[src/rtl/front_panel_sw_if.sv]
// Raw front-panel switch pins and conditioned panel outputs for front_panel_sw.
interface front_panel_sw_if;
    logic examn;
    logic contn;
    logic extd_addrn;
    logic addr_loadn;
    logic clearn;
    logic depn;
    logic haltn;
    logic single_stepn;
    logic exam_p;
    logic cont_p;
    logic extd_addr_p;
    logic addr_load_p;
    logic clear_p;
    logic dep_p;
    logic halt;
    logic single_step;
    logic sw_busy;

    modport master (
        output examn, contn, extd_addrn, addr_loadn, clearn, depn, haltn, single_stepn,
        input  exam_p, cont_p, extd_addr_p, addr_load_p, clear_p, dep_p, halt, single_step, sw_busy
    );

    modport slave (
        input  examn, contn, extd_addrn, addr_loadn, clearn, depn, haltn, single_stepn,
        output exam_p, cont_p, extd_addr_p, addr_load_p, clear_p, dep_p, halt, single_step, sw_busy
    );
endinterface

[src/rtl/front_panel_sw.sv]
// Front-panel switch conditioner: 2-flop sync, debounce, interlocked one-shot pulses, level filters.
// Optional macro FP_AUTOREPEAT_EN adds auto-repeat on the dep and exam switches.
module front_panel_sw #(
    parameter int unsigned DEBOUNCE_CYCLES = 120000,
    parameter int unsigned REPEAT_CYCLES   = 3000000
) (
    input logic             clk,
    input logic             reset,
    front_panel_sw_if.slave sw
);
    localparam int unsigned NM = 6;
    localparam int unsigned CW = $clog2(DEBOUNCE_CYCLES + 1);
    localparam logic [CW-1:0] DB_LAST = CW'(DEBOUNCE_CYCLES - 1);

    // bit 1 set marks the debounced-pressed states (PRESSED, RELEASE_WAIT)
    localparam logic [1:0] RELEASED     = 2'd0;
    localparam logic [1:0] PRESS_WAIT   = 2'd1;
    localparam logic [1:0] PRESSED      = 2'd2;
    localparam logic [1:0] RELEASE_WAIT = 2'd3;

    // Index order is grant priority: clear, addr_load, extd_addr, dep, exam, cont
    logic [NM-1:0] raw, s1, s2;
    logic [1:0]    lraw, ls1, ls2;
    logic [1:0]    settle;
    logic          settled;
    logic [1:0]    state     [NM];
    logic [1:0]    state_nxt [NM];
    logic [CW-1:0] cnt       [NM];
    logic [CW-1:0] cnt_nxt   [NM];
    logic [NM-1:0] armed, armed_nxt, held, held_nxt, req, rep_req, req_all, grant, pulse;
    logic          busy;
    logic [1:0]    level, level_nxt;
    logic [CW-1:0] lcnt     [2];
    logic [CW-1:0] lcnt_nxt [2];

    assign raw     = {sw.contn, sw.examn, sw.depn, sw.extd_addrn, sw.addr_loadn, sw.clearn};
    assign lraw    = {sw.single_stepn, sw.haltn};
    assign settled = (settle == 2'd2);
    assign req_all = req | rep_req;

    // Synchronisers; settle marks when s2 first holds a real pin sample after reset
    always_ff @(posedge clk) begin
        if (!reset) begin
            s1     <= '1;
            s2     <= '1;
            ls1    <= '1;
            ls2    <= '1;
            settle <= '0;
        end else begin
            s1  <= raw;
            s2  <= s1;
            ls1 <= lraw;
            ls2 <= ls1;
            if (!settled) settle <= settle + 2'd1;
        end
    end

    always_ff @(posedge clk) begin
        if (!reset) begin
            for (int i = 0; i < NM; i++) begin
                state[i] <= RELEASED;
                cnt[i]   <= '0;
            end
            armed   <= '0;
            pulse   <= '0;
            busy    <= 1'b0;
            level   <= 2'b01;
            lcnt[0] <= '0;
            lcnt[1] <= '0;
        end else begin
            for (int i = 0; i < NM; i++) begin
                state[i] <= state_nxt[i];
                cnt[i]   <= cnt_nxt[i];
            end
            armed   <= armed_nxt;
            pulse   <= grant;
            busy    <= |held_nxt;
            level   <= level_nxt;
            lcnt[0] <= lcnt_nxt[0];
            lcnt[1] <= lcnt_nxt[1];
        end
    end

    // Momentary FSMs; a switch arms only after it has been seen released, so one held through reset cannot pulse
    always_comb begin
        armed_nxt = armed;
        req       = '0;
        held      = '0;
        held_nxt  = '0;
        for (int i = 0; i < NM; i++) begin
            state_nxt[i] = state[i];
            cnt_nxt[i]   = cnt[i];
            held[i]      = state[i][1];
            case (state[i])
                RELEASED: begin
                    if (!s2[i]) begin
                        state_nxt[i] = PRESS_WAIT;
                        cnt_nxt[i]   = '0;
                    end
                end
                PRESS_WAIT: begin
                    if (s2[i]) begin
                        state_nxt[i] = RELEASED;
                    end else if (cnt[i] == DB_LAST) begin
                        state_nxt[i] = PRESSED;
                        req[i]       = armed[i];
                    end else begin
                        cnt_nxt[i] = cnt[i] + CW'(1);
                    end
                end
                PRESSED: begin
                    if (s2[i]) begin
                        state_nxt[i] = RELEASE_WAIT;
                        cnt_nxt[i]   = '0;
                    end
                end
                default: begin
                    if (!s2[i]) begin
                        state_nxt[i] = PRESSED;
                    end else if (cnt[i] == DB_LAST) begin
                        state_nxt[i] = RELEASED;
                    end else begin
                        cnt_nxt[i] = cnt[i] + CW'(1);
                    end
                end
            endcase
            if (settled && s2[i] && !held[i]) armed_nxt[i] = 1'b1;
            held_nxt[i] = state_nxt[i][1];
        end
    end

`ifdef FP_AUTOREPEAT_EN
    localparam int unsigned RPW = $clog2(REPEAT_CYCLES + 1);
    localparam logic [RPW-1:0] REP_LAST = RPW'(REPEAT_CYCLES - 1);
    localparam logic [NM-1:0]  REPEAT_MASK = 6'b011000;

    logic [RPW-1:0] rep     [NM];
    logic [RPW-1:0] rep_nxt [NM];

    always_comb begin
        rep_req = '0;
        for (int i = 0; i < NM; i++) begin
            rep_nxt[i] = '0;
            if (REPEAT_MASK[i] && (state[i] == PRESSED) && !s2[i] && armed[i]) begin
                if (rep[i] == REP_LAST) rep_req[i] = 1'b1;
                else                    rep_nxt[i] = rep[i] + RPW'(1);
            end
        end
    end

    always_ff @(posedge clk) begin
        for (int i = 0; i < NM; i++) begin
            if (!reset) rep[i] <= '0;
            else        rep[i] <= rep_nxt[i];
        end
    end
`else
    logic unused_repeat;
    assign unused_repeat = ^REPEAT_CYCLES;
    assign rep_req       = '0;
`endif

    // Interlock: grant the highest-priority request whose peers are all idle; the rest are dropped
    always_comb begin
        logic found;
        found = 1'b0;
        grant = '0;
        for (int i = 0; i < NM; i++) begin
            if (!found && req_all[i] && ((held & ~(NM'(1) << i)) == '0)) begin
                grant[i] = 1'b1;
                found    = 1'b1;
            end
        end
    end

    // Level filters: level is active-high, so level == active-low sync means disagreement
    always_comb begin
        level_nxt = level;
        for (int j = 0; j < 2; j++) begin
            lcnt_nxt[j] = '0;
            if (level[j] == ls2[j]) begin
                if (lcnt[j] == DB_LAST) level_nxt[j] = ~level[j];
                else                    lcnt_nxt[j]  = lcnt[j] + CW'(1);
            end
        end
    end

    assign sw.clear_p     = pulse[0];
    assign sw.addr_load_p = pulse[1];
    assign sw.extd_addr_p = pulse[2];
    assign sw.dep_p       = pulse[3];
    assign sw.exam_p      = pulse[4];
    assign sw.cont_p      = pulse[5];
    assign sw.halt        = level[0];
    assign sw.single_step = level[1];
    assign sw.sw_busy     = busy;
endmodule

[src/flat_wrapper.sv]
// flat-port wrapper written by rule: the top's interface ports become plain ports
module front_panel_sw_flat 
#(
    parameter int unsigned DEBOUNCE_CYCLES = 120000,
    parameter int unsigned REPEAT_CYCLES   = 3000000
)
  (clk, reset, sw_examn, sw_contn, sw_extd_addrn, sw_addr_loadn, sw_clearn, sw_depn, sw_haltn, sw_single_stepn, sw_exam_p, sw_cont_p, sw_extd_addr_p, sw_addr_load_p, sw_clear_p, sw_dep_p, sw_halt, sw_single_step, sw_sw_busy);
  front_panel_sw_if sw_i ();
  input logic clk;
  input logic reset;
  input wire logic [$bits(sw_i.examn)-1:0] sw_examn;
  input wire logic [$bits(sw_i.contn)-1:0] sw_contn;
  input wire logic [$bits(sw_i.extd_addrn)-1:0] sw_extd_addrn;
  input wire logic [$bits(sw_i.addr_loadn)-1:0] sw_addr_loadn;
  input wire logic [$bits(sw_i.clearn)-1:0] sw_clearn;
  input wire logic [$bits(sw_i.depn)-1:0] sw_depn;
  input wire logic [$bits(sw_i.haltn)-1:0] sw_haltn;
  input wire logic [$bits(sw_i.single_stepn)-1:0] sw_single_stepn;
  output wire logic [$bits(sw_i.exam_p)-1:0] sw_exam_p;
  output wire logic [$bits(sw_i.cont_p)-1:0] sw_cont_p;
  output wire logic [$bits(sw_i.extd_addr_p)-1:0] sw_extd_addr_p;
  output wire logic [$bits(sw_i.addr_load_p)-1:0] sw_addr_load_p;
  output wire logic [$bits(sw_i.clear_p)-1:0] sw_clear_p;
  output wire logic [$bits(sw_i.dep_p)-1:0] sw_dep_p;
  output wire logic [$bits(sw_i.halt)-1:0] sw_halt;
  output wire logic [$bits(sw_i.single_step)-1:0] sw_single_step;
  output wire logic [$bits(sw_i.sw_busy)-1:0] sw_sw_busy;
  assign sw_i.examn = sw_examn;
  assign sw_i.contn = sw_contn;
  assign sw_i.extd_addrn = sw_extd_addrn;
  assign sw_i.addr_loadn = sw_addr_loadn;
  assign sw_i.clearn = sw_clearn;
  assign sw_i.depn = sw_depn;
  assign sw_i.haltn = sw_haltn;
  assign sw_i.single_stepn = sw_single_stepn;
  assign sw_exam_p = sw_i.exam_p;
  assign sw_cont_p = sw_i.cont_p;
  assign sw_extd_addr_p = sw_i.extd_addr_p;
  assign sw_addr_load_p = sw_i.addr_load_p;
  assign sw_clear_p = sw_i.clear_p;
  assign sw_dep_p = sw_i.dep_p;
  assign sw_halt = sw_i.halt;
  assign sw_single_step = sw_i.single_step;
  assign sw_sw_busy = sw_i.sw_busy;
  front_panel_sw #(.DEBOUNCE_CYCLES(DEBOUNCE_CYCLES), .REPEAT_CYCLES(REPEAT_CYCLES)) u_core (.clk(clk), .reset(reset), .sw(sw_i));
endmodule
[config.mk]
export PLATFORM = sky130hd
export DESIGN_NAME = front_panel_sw_flat
export DESIGN_NICKNAME = d
export VERILOG_FILES = /design/src/rtl/front_panel_sw_if.sv /design/src/rtl/front_panel_sw.sv /design/src/flat_wrapper.sv
export SDC_FILE = /design/constraint.sdc
export NUM_CORES = 1
export LEC_CHECK = 0
export BUFFER_PORTS_ARGS = -buffer_cell sky130_fd_sc_hd__buf_2
export CAP_MARGIN = 10
export CORE_MARGIN = 5
export CORE_UTILIZATION = 57
export DETAILED_ROUTE_END_ITERATION = 6
export GPL_ROUTABILITY_DRIVEN = 0
export PLACE_DENSITY = 0.82
export SYNTH_ARGS = -nofsm -noshare
export SYNTH_HDL_FRONTEND = slang
export SYNTH_SLANG_ARGS = --single-unit
[constraint.sdc]
create_clock -name clk -period 2.16 [get_ports clk]
set_input_delay 0.432 -clock clk [delete_from_list [all_inputs] [get_ports clk]]
set_output_delay 0.432 -clock clk [all_outputs]
set_load 0.02 [all_outputs]
==> qor.txt <==
Status = complete, no violations
Prevailing post-synth register cell = dfxtp_1
Clock buffer depth = 2
Reg clk slew, reported paths = 0.07 ns
Synth cell count leaders = dfxtp_1, nor2_1, nand2_1, xnor2_1, xor2_1
Gr ovfl total = 0
Final Max Tran Viols = 0
Period utilization = 97.4%
Synth top area share = 41.9%
Die area = 0.0177 mm^2
Number of flops mapped to enable cells by yosys = 0
Placed Area = 0.00910 mm^2
Async set-reset flop share out of synthesis = 0%
CP max FO = 7
Max-capacitance violation count = 0
1st-iter DRT viols = 403
Sequential Area = 0.00363 mm^2
Core area = 0.0150 mm^2
PwrDens = 775 mW/mm^2
Arr. time, crit path = 2.40 ns
Routed vias = 6932
Critical path class = reg -> reg
Syn_nets = 1040
Rows = 45
Final antenna-violating net count = 0
Startpoint class of the critical path = flip-flop
Overall Global Routing Usage = 19.2%
Initial Util = 57.5%
Layout fillers = 1163
Worst endpoint required time = 2.46 ns
Die H = 133 um
Root buf cell = clkbuf_16
Tmin final = 2.10 ns
First-pass GRT wire length = 28900 um
Reg2Reg Setup Slack = 0.06 ns
Multi-input gate area = 0.00496 mm^2
TritonCTS Buffers = 17
RSZ-0062 raised after global routing = yes
Synth Instances = 1001
Final Instance Area = 0.00988 mm^2
Rel. slew slack = 54.3%
Actual slew at the worst max-slew pin = 0.685 ns
Final HPWL DP = 11500 um
Synth Warn # = 0
Share of cells above drive strength 1 = 13.3%
Static leakage = 0.00357 uW
Ant diodes = 0
Via density = 5.56
#FFs+latches synth = 181
Slowest stage delay, CP = 0.38 ns
CTS tree = done
Most area-hungry cell type in the Yosys netlist = dfxtp_1
Clk sinks = 181
Hold Vio Cnt, Final = 0
# IOs = 19
DRC violations left = 0
Post-Syn Area = 0.00864 mm^2
H-tree Lvls = 4
Largest net degree at the start of global routing = 24
Worst vdd ir = 0.650 mV
Fin Hold WS = 0.175 ns
Die X = 133 um
Post-synthesis sequential area ratio = 41.9%
Power after layout = 7650 uW
Most common cell in the synthesized netlist = dfxtp_1
P&R area growth vs syn = 14.3%
DRT Pass-1 Iters = 5
Fmax = 475 MHz
Port Buffer Count = 18
Cells along the critical path = inv_1, ha_1, nor2_2, mux2_2, o211ai_1, buf_4, xor2_1, nor2_1
Final wirelength = 17000 um
Avg Cell Area, Syn = 8.63 um^2
Slowest CP cell = mux2_2
Worst-Skew Late Latency = 0.44 ns
WL per Instance = 13.7 um
Crit. End Element = flip-flop
Synth cell types = 64
Number of global-route vias before repair = 6457
Max Clock Skew = 0.0112 ns
Synth area leaders = dfxtp_1, nor2_1, xnor2_1
Hold Crit Class = in -> reg
Initial antenna violation count = 0
Final setup vio count = 0
Final net count = 1086
## flip-flops by register name (all words and copies together) (netlist names)
register           flops
u_core.ls1             2
u_core.cnt           102
u_core.lcnt           34
u_core.pulse           6
u_core.ls2             2
u_core.level           2
u_core.sw.sw_busy      1
u_core.state          12
u_core.armed           6
u_core.s2              6
u_core.s1              6
u_core.settle          2
## metal layers
metal | GRT usage [%] | vias up | share of wire [%]
li1 | - | 3561 | -
met1 | 25.1 | 3235 | 47
met2 | 31.9 | 112 | 47
met3 | 4.83 | 24 | 4.1
met4 | 5.31 | 0 | 1.4
met5 | 0 | - | 0
## placed cells by master, fill, tap and decap left out, drive strengths merged, types with 32 or more instances in the layout
cell   Yosys  final
nand2     60     60
xor2      52     52
buf        6     53
inv       31     32
dfxtp    181    181
nor2     172    172
a21oi     36     36
nand4     37     37
nand3     50     50
o21ai     35     35
xnor2     59     59
## path summary, 6_finish.rpt
| kind | from | endpoint | depth (start not counted) |
|---|---|---|---|
| max reg2reg | u_core.state[0][9]$_SDFF_PN0_ | u_core.cnt[0][71]$_SDFFE_PN0P_ | 8 |
| min reg2reg | u_core.s1[2]$_SDFF_PN1_ | u_core.s2[2]$_SDFF_PN1_ | 1 |
| min | sw_haltn | u_core.ls1[0]$_SDFF_PN1_ | 2 |
| max | u_core.state[0][9]$_SDFF_PN0_ | u_core.cnt[0][71]$_SDFFE_PN0P_ | 8 |
## per-stage QoR
step	setup TNS [ns]	instances	setup WS (ns)	utilization, %
after detailed placement	-1.77	1213	-0.113	60.5
after global routing	-0.0990	1247	-0.0471	65.7
after floorplan	0	1001	0.0265	-
final	0	1247	0.0567	65.7
after CTS	-0.0512	1244	-0.0340	64.8
after global placement	-0.204	1213	-0.0579	60.5
## cell families (layout without fill, tap and decap cells)
family	count (synthesis)	in the layout	synth area share (%)
simple gates	496	496	29.9
flops	181	181	41.9
compound gates	113	113	8.46
xor+xnor	111	111	11.3
buf+inv	57	115	2.56
fa+ha+maj	29	29	4.20
mux	14	14	1.71
## area by class of cell
| cell class | count | share of cell area [%] |
|---|---|---|
| multi-input cells | 763 | 50.2 |
| clock inverters | 10 | 1.27 |
| clock buffers | 21 | 4.66 |
| inverters | 31 | 1.18 |
| repair buffers | 53 | 3.57 |
| flip-flops and latches | 181 | 36.7 |
| well taps | 188 | 2.38 |
## worst max-delay path, delay by kind of cell (launching register included)
kind | cells | cell delay [ns]
AO/OA/AOI/OAI | 1 | 0.29
XOR/XNOR | 1 | 0.14
adder cells (fa/ha/maj) | 1 | 0.26
buffers and inverters | 2 | 0.32
flip-flops | 1 | 0.36
multiplexers | 1 | 0.38
AND/OR/NAND/NOR | 2 | 0.22
## report_power, final
group	total, uW	internal, uW	leakage [uW]	switching (uW)
registers	3560	3460	0.00147	99.0
logic	1030	428	0.00183	606
clock network	3060	1770	0.000272	1290
## timing repair
item                       CTS  global route
hold endpoints to repair     0             0
setup endpoints to repair   44            55
hold buffers                 0             0
resized for setup            8            31
buffers inserted             0             3
pin swaps                    1             9
No activity file was read; power rests on OpenSTA's default activity.
